File: src/rtl/md_pkg.sv
// Shared definitions for the mult/div issue controller: FSM encoding,
// writeback exception codes and the default status register index.
package md_pkg;

    typedef enum logic [1:0] {
        S_IDLE  = 2'd0,
        S_START = 2'd1,
        S_BUSY  = 2'd2,
        S_DONE  = 2'd3
    } md_state_t;

    localparam logic [31:0] EXC_MULT    = 32'd4;
    localparam logic [31:0] EXC_DIV     = 32'd5;
    localparam logic [31:0] EXC_TIMEOUT = 32'd6;

    localparam int unsigned RSTATUS_DEFAULT = 30;

endpackage

File: src/rtl/md_watchdog.sv
// Counts consecutive BUSY cycles and flags expiry on the TIMEOUT_CYCLES-th one.
// Only instantiated when MD_TIMEOUT_EN is defined.
module md_watchdog #(
    parameter int unsigned TIMEOUT_CYCLES = 64
) (
    input  logic clock,
    input  logic clrn,
    input  logic clear,
    input  logic run,
    output logic expired
);

    localparam int unsigned CW = $clog2(TIMEOUT_CYCLES + 1);

    logic [CW-1:0] count;

    always_ff @(posedge clock or negedge clrn) begin
        if (!clrn) begin
            count <= '0;
        end else if (clear) begin
            count <= '0;
        end else if (run) begin
            count <= count + 1'b1;
        end
    end

    // count still holds the number of earlier run cycles, so compare against N-1
    assign expired = run && (count == CW'(TIMEOUT_CYCLES - 1));

endmodule

File: src/rtl/md_issue_ctrl.sv
// Issue/writeback sequencer between decode and the multdiv unit.
// Optional busy watchdog enabled by defining MD_TIMEOUT_EN.
module md_issue_ctrl
    import md_pkg::*;
#(
    parameter int unsigned TIMEOUT_CYCLES = 64,
    parameter int unsigned RSTATUS_REG    = RSTATUS_DEFAULT
) (
    input  logic        clock,
    input  logic        clrn,
    input  logic        issue_valid,
    input  logic        is_mult,
    input  logic        is_div,
    input  logic [31:0] operandA,
    input  logic [31:0] operandB,
    input  logic [4:0]  dest_reg,
    output logic [31:0] md_operandA,
    output logic [31:0] md_operandB,
    output logic        ctrl_MULT,
    output logic        ctrl_DIV,
    input  logic [31:0] md_result,
    input  logic        md_exception,
    input  logic        md_resultRDY,
    output logic        stall,
    output logic        wb_valid,
    output logic [4:0]  wb_reg,
    output logic [31:0] wb_data,
    output logic        wb_exception
);

    md_state_t   state, state_next;
    logic        accept;
    logic        wd_expired;
    logic        op_mult_q;
    logic [4:0]  dest_q;
    logic [31:0] result_q;
    logic        exc_q;
    logic        tmo_q;

    assign accept = issue_valid & (is_mult ^ is_div);

`ifdef MD_TIMEOUT_EN
    md_watchdog #(
        .TIMEOUT_CYCLES(TIMEOUT_CYCLES)
    ) u_watchdog (
        .clock  (clock),
        .clrn   (clrn),
        .clear  (state != S_BUSY),
        .run    (state == S_BUSY),
        .expired(wd_expired)
    );
`else
    logic unused_timeout_cfg;
    assign unused_timeout_cfg = ^TIMEOUT_CYCLES;
    assign wd_expired         = 1'b0;
`endif

    always_ff @(posedge clock or negedge clrn) begin
        if (!clrn) begin
            state <= S_IDLE;
        end else begin
            state <= state_next;
        end
    end

    always_comb begin
        state_next = state;
        unique case (state)
            S_IDLE:  if (accept) state_next = S_START;
            S_START: state_next = S_BUSY;
            S_BUSY:  if (md_resultRDY || wd_expired) state_next = S_DONE;
            S_DONE:  state_next = S_IDLE;
            default: state_next = S_IDLE;
        endcase
    end

    always_ff @(posedge clock or negedge clrn) begin
        if (!clrn) begin
            md_operandA <= '0;
            md_operandB <= '0;
            op_mult_q   <= 1'b0;
            dest_q      <= '0;
            result_q    <= '0;
            exc_q       <= 1'b0;
            tmo_q       <= 1'b0;
        end else begin
            if (state == S_IDLE && accept) begin
                md_operandA <= operandA;
                md_operandB <= operandB;
                op_mult_q   <= is_mult;
                dest_q      <= dest_reg;
            end
            // A real result wins over a watchdog expiry landing on the same cycle
            if (state == S_BUSY) begin
                if (md_resultRDY) begin
                    result_q <= md_result;
                    exc_q    <= md_exception;
                    tmo_q    <= 1'b0;
                end else if (wd_expired) begin
                    result_q <= '0;
                    exc_q    <= 1'b0;
                    tmo_q    <= 1'b1;
                end
            end
        end
    end

    always_comb begin
        ctrl_MULT    = 1'b0;
        ctrl_DIV     = 1'b0;
        stall        = 1'b0;
        wb_valid     = 1'b0;
        wb_reg       = '0;
        wb_data      = '0;
        wb_exception = 1'b0;
        unique case (state)
            S_IDLE:  stall = accept;
            S_START: begin
                stall     = 1'b1;
                ctrl_MULT = op_mult_q;
                ctrl_DIV  = ~op_mult_q;
            end
            S_BUSY:  stall = 1'b1;
            S_DONE:  begin
                wb_valid = 1'b1;
                if (tmo_q) begin
                    wb_reg       = 5'(RSTATUS_REG);
                    wb_data      = EXC_TIMEOUT;
                    wb_exception = 1'b1;
                end else if (exc_q) begin
                    wb_reg       = 5'(RSTATUS_REG);
                    wb_data      = op_mult_q ? EXC_MULT : EXC_DIV;
                    wb_exception = 1'b1;
                end else begin
                    wb_reg  = dest_q;
                    wb_data = result_q;
                end
            end
            default: ;
        endcase
    end

endmodule

File: config.mk
export PLATFORM = sky130hd
export DESIGN_NAME = md_issue_ctrl
export DESIGN_NICKNAME = d
export VERILOG_FILES = /design/src/rtl/md_pkg.sv /design/src/rtl/md_watchdog.sv /design/src/rtl/md_issue_ctrl.sv
export SDC_FILE = /design/constraint.sdc
export NUM_CORES = 1
export LEC_CHECK = 0
export CAP_MARGIN = 20
export CORE_AREA = 10 10 101 148
export DETAILED_ROUTE_END_ITERATION = 16
export DIE_AREA = 0 0 111 158
export GPL_ROUTABILITY_DRIVEN = 0
export HOLD_SLACK_MARGIN = 0.12
export PLACE_DENSITY = 0.73
export SETUP_SLACK_MARGIN = 0.5
export SLEW_MARGIN = 0
export SYNTH_ARGS = -nofsm -noshare
export SYNTH_HDL_FRONTEND = slang
export SYNTH_SLANG_ARGS = --single-unit
File: constraint.sdc
create_clock -name clock -period 2 [get_ports clock]
set_input_delay 0.4 -clock clock [delete_from_list [all_inputs] [get_ports clock]]
set_output_delay 0.4 -clock clock [all_outputs]
set_load 0.02 [all_outputs]
==> metrics.cfg, run 1 <==
[clocking]
cts_buffer_depth=2
clock_sinks=105
clkTransAtPathRegs_ns=0.07
tritoncts.num_buffers=9
clock_latency_ns=0.34
tritoncts=built
htreeDepth=3
root_buffer=clkbuf_16

[yosys]
seq_area_frac_synth_pct=57.27
ys_warn_count=0
synthXorXnorAreaFrac_pct=0.1909
ys_ff_latch=105
muxShareOfSynthArea_pct=29.51
synth-adder-area-share_pct=1.091
synth_area_leader_cell=dfrtp_1
synth_cell_types=24
synthSimpleGateAreaFrac_pct=5.863
synth.cell_area_mm2=0.004588
synth-compound-area-share_pct=1.691
syn_area_per_cell_um2=16.04
synth_top_area_share_pct=57.27
synth_nets=398
synth_top_family_by_area=multiplexers
synthTopCellsByArea=dfrtp_1 57%, mux2_4 16%, mux2_2 13%
synth_cells=286

[floorplan]
rows=50
die_h_um=158
ios=214
dieWidth_um=111
initial_core_util_pct=37.23
die_area_mm2=0.01754
coreArea_mm2=0.01232

[critical_path]
path_class=reg -> out
slowest_stage=dfrtp_2
end_kind=output port
arrival_ns=1.60
cp-start-kind=flip-flop
cp_cell_sequence=ha_4, nor2b_4, buf_6, buf_16, and2_4, buf_6
critical_path_buf_inv_count=3
worst_path_largest_cell_delay_ns=0.43
cp.required_ns=1.60
cp_top_family=flip-flops
path_max_fanout=7
crit_top_cell=buf_6

[global_route]
antenna_found_initial=0
grt_pass1_wl_um=21860
grt_pass1_vias=3739
grt_start_max_net_pins=59
overflow=0
grt_usage_pct=15.90

[power_and_ir_drop]
vdd_drop_max_v=0.0007283
p_leak_nw=3.706
power_density_mw_per_mm2=1524

[routing]
ant_nets=0
first_pass_iters=4
routed-via-count=3208
drtIter0Drc=96
wire_per_inst_um=21.34
drt_wl_total_um=14870
drc_errors=0
avgViaCountPerCell=4.603

[timing]
whs_ns=0.5054
rsz0062_at_grt=true
timing.final.ws_setup_ns=0.0005256
max_slew_margin_pct=61.13
fin_crit_ns=1.999
hold_viol=0
worst_pin_slew_ns=0.5831
fmax_ghz=0.5001
skew_ns=0.008490
drv_slew=0
finalCritPeriodShare_pct=99.97
setup_viol=0

[run_status]
outcome=finished clean

[final_layout]
nets=648
fillerInstances=903
drive_above_1_share_pct=46.03
antenna_cells=0
final_core_util_pct=65.37
final_common_cell=clkdlybuf4s50_1
layout_common_cells=105 x clkdlybuf4s50_1, 104 x dfrtp_1, 69 x mux2_4, 54 x dlygate4sd2_1, 46 x buf_6
area_delta_synth_final_pct=75.59

[worst_hold_path]
min_path_type=reg -> reg

[placement]
dpl.hpwl_um=10080
post-place-ws_ns=-0.1075
portBuffers=213

[run]
maxCapViolCount=0

[worst paths after layout]
check	from	depth (start not counted)	slack (ns)	to
hold / removal	md_operandA[21]$_DFFE_PN0P_	1	0.51	md_operandA[21]$_DFFE_PN0P_
hold reg to reg	md_operandA[21]$_DFFE_PN0P_	1	0.51	md_operandA[21]$_DFFE_PN0P_
max in group asynchronous	clrn	3	0.87	md_operandA[2]$_DFFE_PN0P_
setup reg to reg	state[1]$_DFFE_PN0P_	8	0.09	md_operandB[2]$_DFFE_PN0P_
min in group asynchronous	clrn	3	0.58	result_q[21]$_DFFE_PN0P_
setup / recovery	state[1]$_DFFE_PN0P_	6	0.0005	wb_data[26]
[area by class of cell]
class,count,area [um2],area share (%)
timing repair buffer,255,2910,36.12
sequential,105,2629,32.63
multi-input combinational,163,1993,24.74
clock buffer,11,252.7,3.137
tap,156,195.2,2.423
clock inverter,5,63.81,0.7920
inverter,2,12.51,0.1553
[timing repair]
item,CTS,global route
cloned,12,3
endpoints found under the hold margin,58,0
setup buffers,6,5
pin swaps,3,1
hold buffers,1,0
gates resized for setup,340,24
setup endpoints to repair,209,156
[per-stage QoR]
stage / setup TNS (ns) / power, mW / area [um2] / std cells
3_3_place_gp: -2.327 / 9.886 / 7092 / 654
5_1_grt: -0.8200 / 12.91 / 8056 / 697
4_1_cts: -0.05087 / 12.10 / 7860 / 689
6_report: 0 / 12.28 / 8056 / 697
3_5_place_dp: -5.725 / 10.03 / 7092 / 654
2_1_floorplan: 0 / 7.425 / 4828 / 286
[cells by family after synthesis]
| family | count (synthesis) |
|---|---|
| xor+xnor | 1 |
| fa+ha+maj | 4 |
| flops | 105 |
| mux | 104 |
| simple gates | 44 |
| compound gates | 10 |
| buf+inv | 18 |
[synth_stat cells, drive strengths merged]
master / number
mux2: 103
nand2b: 1
a31oi: 1
nand2: 4
o22ai: 1
mux2i: 1
a21o: 1
dfrtp: 105
nor2b: 3
o211a: 1
clkbuf: 5
xor2: 1
nand4: 1
o21a: 5
nand3: 1
and3: 1
and2: 33
ha: 4
inv: 2
o21ba: 1
buf: 11
[routing by layer]
metal / up-vias / share of wire, % / GRT usage, %
li1: 1483 / - / -
met1: 1595 / 36 / 16.43
met2: 118 / 57 / 29.84
met3: 12 / 6.1 / 4.811
met4: 0 / 1.3 / 5.224
met5: - / 0 / 0
[flip-flops by register name (all words and copies together), names as in the netlist]
signal	count
result_q	32
dest_q	5
exc_q	1
state	2
op_mult_q	1
md_operandA	32
md_operandB	32
[where the power goes]
part / internal (mW) / total, mW / switching (mW)
registers: 3.22 / 3.85 / 0.634
logic: 3.78 / 6.60 / 2.82
clock network: 1.05 / 1.83 / 0.782
Power figures use the tool's default switching activity.
==> run 2: changes to the inputs <==
--- a/config.mk
+++ b/config.mk
@@ -6,14 +6,13 @@
 export NUM_CORES = 1
 export LEC_CHECK = 0
 export CAP_MARGIN = 20
-export CORE_AREA = 10 10 101 148
+export CORE_AREA = 2 2 93 140
 export DETAILED_ROUTE_END_ITERATION = 16
-export DIE_AREA = 0 0 111 158
+export DIE_AREA = 0 0 95 142
 export GPL_ROUTABILITY_DRIVEN = 0
 export HOLD_SLACK_MARGIN = 0.12
 export PLACE_DENSITY = 0.73
 export SETUP_SLACK_MARGIN = 0.5
-export SLEW_MARGIN = 0
 export SYNTH_ARGS = -nofsm -noshare
 export SYNTH_HDL_FRONTEND = slang
 export SYNTH_SLANG_ARGS = --single-unit
==> metrics.cfg, run 2 (synthesis gave the netlist of run 1 again) <==
[critical_path]
ff2ff_path_depth=9  ; +1
r2r_slack_ns=0.08  ; about the same
end_kind=output port
crit_end=wb_data[5]
arrival_ns=1.62  ; +0.02 ns
reg2reg_from=state[0]$_DFFE_PN0P_
r2r-end=dest_q[2]$_DFFE_PN0P_
critPathLaunch=state[1]$_DFFE_PN0P_
path_max_fanout=8  ; +1
cp.required_ns=1.60  ; about the same
cp-start-kind=flip-flop
path_class=reg -> out

[timing]
drv_slew=0  ; unchanged
skew_ns=0.008032  ; -0.0004581 ns
worst_pin_slew_ns=0.4000  ; -0.1831 ns
setup_viol=18  ; +18
hold_viol=0  ; unchanged
tns_ns=-0.2264  ; -0.2264 ns
timing.final.ws_setup_ns=-0.01724  ; -0.01777 ns
max_slew_margin_pct=73.33  ; +12 points
rsz0062_at_grt=true
fmax_ghz=0.4957  ; -0.88%
fin_crit_ns=2.017  ; +0.01777 ns
finalCritPeriodShare_pct=100.9  ; +0.89 points

[floorplan]
die_area_mm2=0.01349  ; -23%
ios=214  ; unchanged
die_h_um=142  ; -10%
dieWidth_um=95  ; -14%
rows=50  ; unchanged
initial_core_util_pct=37.23  ; unchanged
coreArea_mm2=0.01232  ; unchanged

[run_status]
outcome=complete, but fails checks
violations=negative setup slack

[clocking]
cts_buffer_depth=2  ; unchanged
clock_sinks=105  ; unchanged
htreeDepth=3  ; unchanged
tritoncts.num_buffers=9  ; unchanged
tritoncts=built
clock_latency_ns=0.34  ; about the same
root_buffer=clkbuf_16
clkTransAtPathRegs_ns=0.08  ; about the same

[final_layout]
antenna_cells=0  ; unchanged
reg_top3=md_operandA: 32 flops, md_operandB: 32 flops, result_q: 32 flops
layout_common_cells=105 x clkdlybuf4s50_1, 104 x dfrtp_1, 102 x mux2_4, 48 x buf_6, 42 x dlygate4sd2_1
finalNonFillerCells=707  ; +1.4%
area_delta_synth_final_pct=80.45
final_common_cell=clkdlybuf4s50_1
drive_above_1_share_pct=46.82  ; +0.80 points
nets=658  ; +1.5%

[global_route]
grt.busiest_layer=met2
grt_start_max_net_pins=42  ; -29%
grt_usage_pct=20.70  ; +4.8 points
antenna_found_initial=0  ; unchanged
globalRouteMet2Util_pct=38.30  ; +8.5 points
overflow=0  ; unchanged
grtUsageMet3_pct=4.184  ; -0.63 points
grtUsageMet1_pct=22.68  ; +6.3 points
grt_pass1_vias=3804  ; +1.7%
grt_pass1_wl_um=20740  ; -5.1%

[routing]
avgViaCountPerCell=4.706  ; +2.2%
drt_wl_total_um=14310  ; -3.8%
drc_errors=0  ; unchanged
routed-via-count=3327  ; +3.7%
wire_per_inst_um=20.24  ; -5.1%
drtIter0Drc=57  ; -41%
ant_nets=0  ; unchanged
first_pass_iters=4  ; unchanged

[power_and_ir_drop]
vdd_drop_max_v=0.0007226  ; -0.78%
power_density_mw_per_mm2=1550  ; +1.7%
sw_frac_of_total_pct=34.32  ; -0.17 points
p_leak_nw=3.902  ; +5.3%
pwr-share-seq_pct=30.2  ; -1.2 points
comb_power_share_pct=54.3  ; +0.6 points
clkPwrFrac_pct=15.4  ; +0.5 points
finalPower_mw=12.84  ; +4.6%
p_switching_mw=4.405  ; +4.1%
p_int_mw=8.430  ; +4.8%

[run]
maxCapViolCount=0  ; unchanged

[placement]
portBuffers=213  ; unchanged
dpl.hpwl_um=8712  ; -14%
placedCellCount=653  ; -0.15%

[worst_hold_path]
min_path_type=in -> async

[run 2: worst min-delay path by stage]
stage	start	end	slack [ns]	cells past startpoint
6_report	clrn	md_operandA[11]$_DFFE_PN0P_	0.51	2
3_5_place_dp	clrn	md_operandA[18]$_DFFE_PN0P_	0.36	1
5_1_grt	md_operandA[14]$_DFFE_PN0P_	md_operandA[14]$_DFFE_PN0P_	0.53	1
3_3_place_gp	clrn	md_operandA[11]$_DFFE_PN0P_	0.35	1
2_1_floorplan	clrn	dest_q[0]$_DFFE_PN0P_	0.10	0
4_1_cts	clrn	md_operandA[11]$_DFFE_PN0P_	0.51	2
[run 2: stage by stage]
step / hold WS [ns] / utilization (%) / instance area, um2 / setup WS [ns]
3_3_place_gp: 0.3535 / 57.50 / 7087 / -0.3961
4_1_cts: 0.5117 / 65.25 / 8041 / -0.02069
5_1_grt: 0.5310 / 67.18 / 8279 / -0.06470
6_report: 0.5108 / 67.18 / 8279 / -0.01724
3_5_place_dp: 0.3555 / 57.50 / 7087 / -0.4177
2_1_floorplan: 0.1044 / - / 4828 / 0.2978
[run 2: repair_timing]
action                     4_1_cts  5_1_grt
gates cloned                    16        1
resized for setup              353       61
hold endpoints to repair        26        0
pin swaps                        3        2
setup endpoints to repair      209      168
hold buffers                     1        0
buffers inserted                13        7
[run 2: power groups by stage]
| stage | Combinational [mW] | Clock (mW) | Sequential (mW) |
|---|---|---|---|
| after floorplan | 2.85 | 0 | 4.57 |
| after CTS | 6.53 | 2.03 | 3.82 |
| after global placement | 5.96 | 0 | 3.83 |
| after detailed placement | 6.07 | 0 | 3.87 |
| final | 6.98 | 1.98 | 3.88 |
| after global routing | 7.32 | 2.13 | 4.01 |
[run 2: critical path: stages, from the launching register on]
cell and delay (ns):
dfrtp_2 0.43, ha_4 0.17, nor2b_4 0.13, buf_4 0.15
buf_16 0.14, and2_4 0.13, buf_6 0.12
[run 2: area by class of cell]
type                       instances  area, um2
sequential                       105       2629
clock buffer                       9      225.2
clock inverter                     7      111.4
timing repair buffer             265       2983
tap                              156      195.2
inverter                           2      12.51
fill                             905       4045
multi-input combinational        163       2123
[run 2: metal layers]
| layer | wire [um] | part of all wire [%] | up-vias |
|---|---|---|---|
| li1 | - | - | 1505 |
| met1 | 5208 | 36 | 1665 |
| met2 | 7951 | 56 | 136 |
| met3 | 806 | 5.6 | 21 |
| met4 | 346 | 2.4 | 0 |
| met5 | 0 | 0 | - |
